## config.mk

```make
export PLATFORM = sky130hd
export DESIGN_NAME = vmicro16_apb_rr_arbiter
export DESIGN_NICKNAME = d
export VERILOG_FILES = /design/src/rtl/vmicro16_apb_rr_arbiter_pkg.sv /design/src/rtl/vmicro16_rr_picker.sv /design/src/rtl/vmicro16_apb_rr_arbiter.sv
export SDC_FILE = /design/constraint.sdc
export NUM_CORES = 1
export LEC_CHECK = 0
export ABC_AREA = 1
export ABC_CLOCK_PERIOD_IN_PS = 1900
export CAP_MARGIN = 20
export CORE_AREA = 2 2 103 105
export CTS_CLUSTER_SIZE = 20
export DETAILED_ROUTE_END_ITERATION = 6
export DIE_AREA = 0 0 105 107
export HOLD_SLACK_MARGIN = 0.02
export PLACE_DENSITY_LB_ADDON = 0.25
export SLEW_MARGIN = 20
export SYNTH_ARGS = -nofsm -noshare
export SYNTH_HDL_FRONTEND = slang
export SYNTH_SLANG_ARGS = --single-unit
```

## constraint.sdc

```tcl
create_clock -name clk -period 1.9 [get_ports clk]
set_input_delay 0.38 -clock clk [delete_from_list [all_inputs] [get_ports clk]]
set_output_delay 0.38 -clock clk [all_outputs]
set_load 0.03 [all_outputs]
```

## src/rtl/vmicro16_apb_rr_arbiter_pkg.sv

```systemverilog
// Shared definitions for the vmicro16 APB round-robin arbiter.
// Holds the arbiter state encoding and the data word returned on forced completion.
package vmicro16_apb_rr_arbiter_pkg;

   typedef enum logic [1:0] {
      ARB_IDLE   = 2'd0,
      ARB_SETUP  = 2'd1,
      ARB_ACCESS = 2'd2
   } arb_state_t;

   localparam logic [15:0] ARB_ERR_DATA = 16'hDEAD;

endpackage

```

## src/rtl/vmicro16_rr_picker.sv

```systemverilog
// Combinational rotating priority encoder.
// Returns the first set request found after 'last', wrapping modulo MASTERS.
module vmicro16_rr_picker #(
   parameter int MASTERS = 4,
   parameter int GW      = $clog2(MASTERS)
) (
   input  logic [MASTERS-1:0] req,
   input  logic [GW-1:0]      last,
   output logic [GW-1:0]      next,
   output logic               any
);

   int idx;

   // Scan from the farthest offset down so the nearest requester after 'last' wins.
   always_comb begin
      next = '0;
      any  = 1'b0;
      idx  = 0;
      for (int k = MASTERS; k >= 1; k--) begin
         idx = (int'(last) + k) % MASTERS;
         if (req[idx[GW-1:0]]) begin
            next = idx[GW-1:0];
            any  = 1'b1;
         end
      end
   end

endmodule

```

## src/rtl/vmicro16_apb_rr_arbiter.sv

```systemverilog
// Round-robin arbiter sharing one APB master port among MASTERS core-side requesters.
// Optional ACCESS-phase watchdog is built in when VMICRO16_ARB_TIMEOUT_EN is defined.
module vmicro16_apb_rr_arbiter
   import vmicro16_apb_rr_arbiter_pkg::*;
#(
   parameter int MASTERS    = 4,
   parameter int BUS_WIDTH  = 16,
   parameter int DATA_WIDTH = 16,
   parameter int TIMEOUT    = 255
) (
   input  logic                          clk,
   input  logic                          reset,
   input  logic [MASTERS*BUS_WIDTH-1:0]  S_PADDR,
   input  logic [MASTERS-1:0]            S_PWRITE,
   input  logic [MASTERS-1:0]            S_PSELx,
   input  logic [MASTERS-1:0]            S_PENABLE,
   input  logic [MASTERS*DATA_WIDTH-1:0] S_PWDATA,
   output logic [MASTERS*DATA_WIDTH-1:0] S_PRDATA,
   output logic [MASTERS-1:0]            S_PREADY,
   output logic [BUS_WIDTH-1:0]          M_PADDR,
   output logic                          M_PWRITE,
   output logic                          M_PSELx,
   output logic                          M_PENABLE,
   output logic [DATA_WIDTH-1:0]         M_PWDATA,
   input  logic [DATA_WIDTH-1:0]         M_PRDATA,
   input  logic                          M_PREADY,
`ifdef VMICRO16_ARB_TIMEOUT_EN
   output logic                          timeout_o,
`endif
   output logic [$clog2(MASTERS)-1:0]    grant,
   output logic                          busy
);

   localparam int GW = $clog2(MASTERS);

   arb_state_t    state;
   logic [GW-1:0] next_grant;
   logic          any_req;
   logic          timeout_hit;
   logic          done;
   logic          unused_ok;

   vmicro16_rr_picker #(
      .MASTERS (MASTERS),
      .GW      (GW)
   ) u_picker (
      .req  (S_PSELx),
      .last (grant),
      .next (next_grant),
      .any  (any_req)
   );

`ifdef VMICRO16_ARB_TIMEOUT_EN
   logic [7:0] cnt;

   assign timeout_hit = (state == ARB_ACCESS) && (cnt == 8'(TIMEOUT));
   assign unused_ok   = ^S_PENABLE;

   // Watchdog counts stalled ACCESS cycles; timeout_o is sticky until reset.
   always_ff @(posedge clk or posedge reset) begin
      if (reset) begin
         cnt       <= '0;
         timeout_o <= 1'b0;
      end else begin
         if (state == ARB_SETUP)
            cnt <= '0;
         else if (state == ARB_ACCESS && !M_PREADY && !timeout_hit)
            cnt <= cnt + 8'd1;
         if (timeout_hit)
            timeout_o <= 1'b1;
      end
   end
`else
   assign timeout_hit = 1'b0;
   assign unused_ok   = ^{S_PENABLE, TIMEOUT[0]};
`endif

   assign done      = (state == ARB_ACCESS) && (M_PREADY || timeout_hit);
   assign busy      = (state != ARB_IDLE);
   assign M_PSELx   = (state != ARB_IDLE) && !timeout_hit;
   assign M_PENABLE = (state == ARB_ACCESS) && !timeout_hit;

   // Shared bus carries the granted slice; completion is routed back only to that slice.
   always_comb begin
      M_PADDR  = '0;
      M_PWRITE = 1'b0;
      M_PWDATA = '0;
      S_PREADY = '0;
      S_PRDATA = '0;
      for (int i = 0; i < MASTERS; i++) begin
         if (grant == GW'(i)) begin
            M_PADDR  = S_PADDR[i*BUS_WIDTH +: BUS_WIDTH];
            M_PWRITE = S_PWRITE[i];
            M_PWDATA = S_PWDATA[i*DATA_WIDTH +: DATA_WIDTH];
            if (done) begin
               S_PREADY[i] = 1'b1;
               S_PRDATA[i*DATA_WIDTH +: DATA_WIDTH] =
                  timeout_hit ? DATA_WIDTH'(ARB_ERR_DATA) : M_PRDATA;
            end
         end
      end
   end

   // Grant only advances from IDLE, so each transfer gets a turnaround cycle.
   always_ff @(posedge clk or posedge reset) begin
      if (reset) begin
         state <= ARB_IDLE;
         grant <= GW'(MASTERS - 1);
      end else begin
         case (state)
            ARB_IDLE: begin
               if (any_req) begin
                  grant <= next_grant;
                  state <= ARB_SETUP;
               end
            end
            ARB_SETUP:  state <= ARB_ACCESS;
            ARB_ACCESS: if (done) state <= ARB_IDLE;
            default:    state <= ARB_IDLE;
         endcase
      end
   end

endmodule

```

==> out/qor.csv <==
stage;metric;value;unit
worst_setup_path;regToRegStartpoint;grant[0];
sta;rsz0062_at_grt;yes;
clock_tree;clkSlewWorstSetupHoldPaths;0.04;ns
logic_synthesis;seq_area_frac_synth;0.0540;
sta;slew_headroom;0.737;
sta;layout_min_cycle_time;2.31;ns
sta;fin_crit_sh;1.21;
grt;overflow;0;
layout;drive_above_1_share;0.435;
logic_synthesis;ys_top_cells_by_count;nor2_1, nand2_1, a21oi_1;
placement;dp_slack;-0.236;ns
route;wirelength;12700;um
route;dr_total_vias;3644;
route;routedWlPerCell;15.9;um
clock_tree;cts_tree;done;
sta;hold_viol;0;
logic_synthesis;postSynth.asyncResetShare;1.00;
logic_synthesis;synth_most_common_cell;nor2_1;
sta;fin_ws;-0.405;ns
power_and_ir_drop;power.density;1470;mW/mm^2
sta;drv_slew;0;
status;run_status;complete, but fails checks;
die;die_x;105;um
grt;grt_max_degree;27;
logic_synthesis;synth.distinct_cells;23;
grt;grt_util_all_layers;0.214;
logic_synthesis;ys_ff_latch;4;
logic_synthesis;syn_nets;540;
placement;io_buffers;260;
sta;skew;0.00835;ns
sta;setup_violations;101;
worst_setup_path;reg2reg_depth;10;
layout;fill_cells;838;
worst_setup_path;crit_path_max_fanout;9;
worst_setup_path;path_class;flip-flop to output pin;
clock_tree;clock-sinks;4;
route;ant_nets;0;
route;dr.pass1.iters;4;
layout;diodes;0;
placement;gp_congestion;0.813;
status;violations;negative setup slack;
job;cap_violations;0;
sta;worst_pin_slew;0.394;ns
layout;syn_to_final_growth;231;%
clock_tree;cts_buffers;3;
worst_setup_path;r2r_slack;0.29;ns
logic_synthesis;synth_area_leaders;nor2_1, nand2_1, a21oi_1, a21o_1, inv_1;
placement;dpl_cell_area;0.00535;mm^2
clock_tree;root_buffer;clkbuf_8;
die;initial_core_util;0.188;
grt;grt_pass1_wl;19500;um
grt;antenna_found_initial;0;
die;fp.dieH;107;um
worst_setup_path;cp-end-kind;output pin;
placement;dp_hpwl;9080;um
logic_synthesis;synth.avg_cell_area;5.04;um^2
die;rows;37;
power_and_ir_drop;vdd_drop_max;1.19;mV
worst_setup_path;r2r_end;grant[0];
clock_tree;htreeDepth;1;
grt;grt_pass1_vias;3769;
die;dieArea;0.0112;mm^2
worst_setup_path;worstPathArrival;1.93;ns
logic_synthesis;yosysWarnings;0;
logic_synthesis;yosys.area.top_type;nor2_1;
sta;timing.hold.ws;0.348;ns
clock_tree;cts.path.max_buffers;2;
die;io_pins;265;
sta;max_freq;434;MHz
clock_tree;clk_latency;0.22;ns
worst_setup_path;cp-start-kind;flip-flop;
worst_hold_path;hp-class;input pin to async pin;
logic_synthesis;synth_top_area_frac;0.199;
worst_setup_path;critPathRequiredTime;1.52;ns
power_and_ir_drop;p_leak;2.58;nW
die;core-area;0.0101;mm^2
logic_synthesis;synth-edff-count;0;
logic_synthesis;synthCells;377;
logic_synthesis;syn_area;0.00190;mm^2
route;drc;0;
logic_synthesis;ys.flop_type;dfstp_2;
route;drt_iter0_drc;125;
layout;final_cell_area;0.00629;mm^2
layout;fin_nets;822;
route;via_per_inst;4.59;
[cell usage in the layout (no fill, tap or decap), types with 3 or more instances in the layout]
cell               n
clkdlybuf4s50_1  155
nand2_1           88
buf_6             87
nor2_4            61
nor2_1            37
a21o_1            33
a21oi_4           33
buf_4             33
inv_1             27
a21oi_1           20
buf_12            16
a21oi_2           13
nor2_2             7
nand3_2            4
ha_4               4
inv_4              3
nand2_2            3
nand2_8            3
clkbuf_8           3
clkbuf_16          3
[worst max-delay path: stages (launching register included)]
cell,delay [ns]
dfstp_4,0.66
inv_6,0.05
ha_4,0.17
buf_4,0.15
clkbuf_16,0.16
a21o_1,0.19
a21oi_4,0.18
buf_12,0.14
[cell type report]
class | count | area, um^2 | share of cell area
clock buffers | 4 | 45.0 | 0.00716
repair inverters | 2 | 46.3 | 0.00736
repair buffers | 299 | 3240 | 0.516
inverters | 35 | 191 | 0.0304
flip-flops and latches | 4 | 106 | 0.0169
multi-input cells | 314 | 2490 | 0.396
well taps | 136 | 170 | 0.0270
[state kept, by name (all words and copies together) (netlist names)]
register / flops
grant: 2
state: 2
[repair_timing]
action | in CTS | in global routing
pin swaps | 9 | 10
buffers inserted | 10 | 6
hold buffers | 0 | 0
gates resized for setup | 136 | 24
cloned | 6 | 3
endpoints found under the setup margin | 103 | 103
[metal layers]
layer / vias up / wire length [um] / global-route usage
li1: 1758 / - / -
met5: - / 0 / 0
met1: 1714 / 4750 / 0.238
met3: 18 / 774 / 0.0413
met2: 154 / 6940 / 0.422
met4: 0 / 197 / 0.0381
[worst max-delay path by stage]
stage,depth (start not counted),slack (ns),start,endpoint
2_1_floorplan,8,-0.26,grant[1],M_PADDR[14]
3_3_place_gp,6,-0.24,M_PREADY,S_PRDATA[44]
3_5_place_dp,6,-0.24,M_PREADY,S_PRDATA[33]
4_1_cts,8,-0.41,grant[1],M_PADDR[12]
5_1_grt,7,-0.45,grant[0],M_PWDATA[3]
6_report,7,-0.41,grant[0],M_PWDATA[3]
[through the flow]
| stage | setup TNS [ns] | utilization | power [mW] | instances |
|---|---|---|---|---|
| floorplan | -13.30 | - | 5.25 | 377 |
| global placement | -17.79 | 0.530 | 7.65 | 768 |
| detailed placement | -18.32 | 0.530 | 7.78 | 768 |
| CTS | -28.31 | 0.607 | 9.11 | 788 |
| global route | -34.31 | 0.623 | 9.79 | 794 |
| finish | -28.31 | 0.623 | 9.27 | 794 |
[cells by family after synthesis]
logic type / Yosys count / share of synthesized area
buffers and inverters: 61 / 0.157
AOI/OAI and AO/OA: 100 / 0.307
DFF: 4 / 0.0540
and+or+nand+nor: 208 / 0.455
adders and majority gates: 4 / 0.0263
[power by group]
group | switching [mW] | total, mW | internal, mW
Sequential | 0.0605 | 0.215 | 0.154
Combinational | 4.82 | 8.86 | 4.05
Clock | 0.0462 | 0.190 | 0.143
No activity file was read; power rests on OpenSTA's default activity.
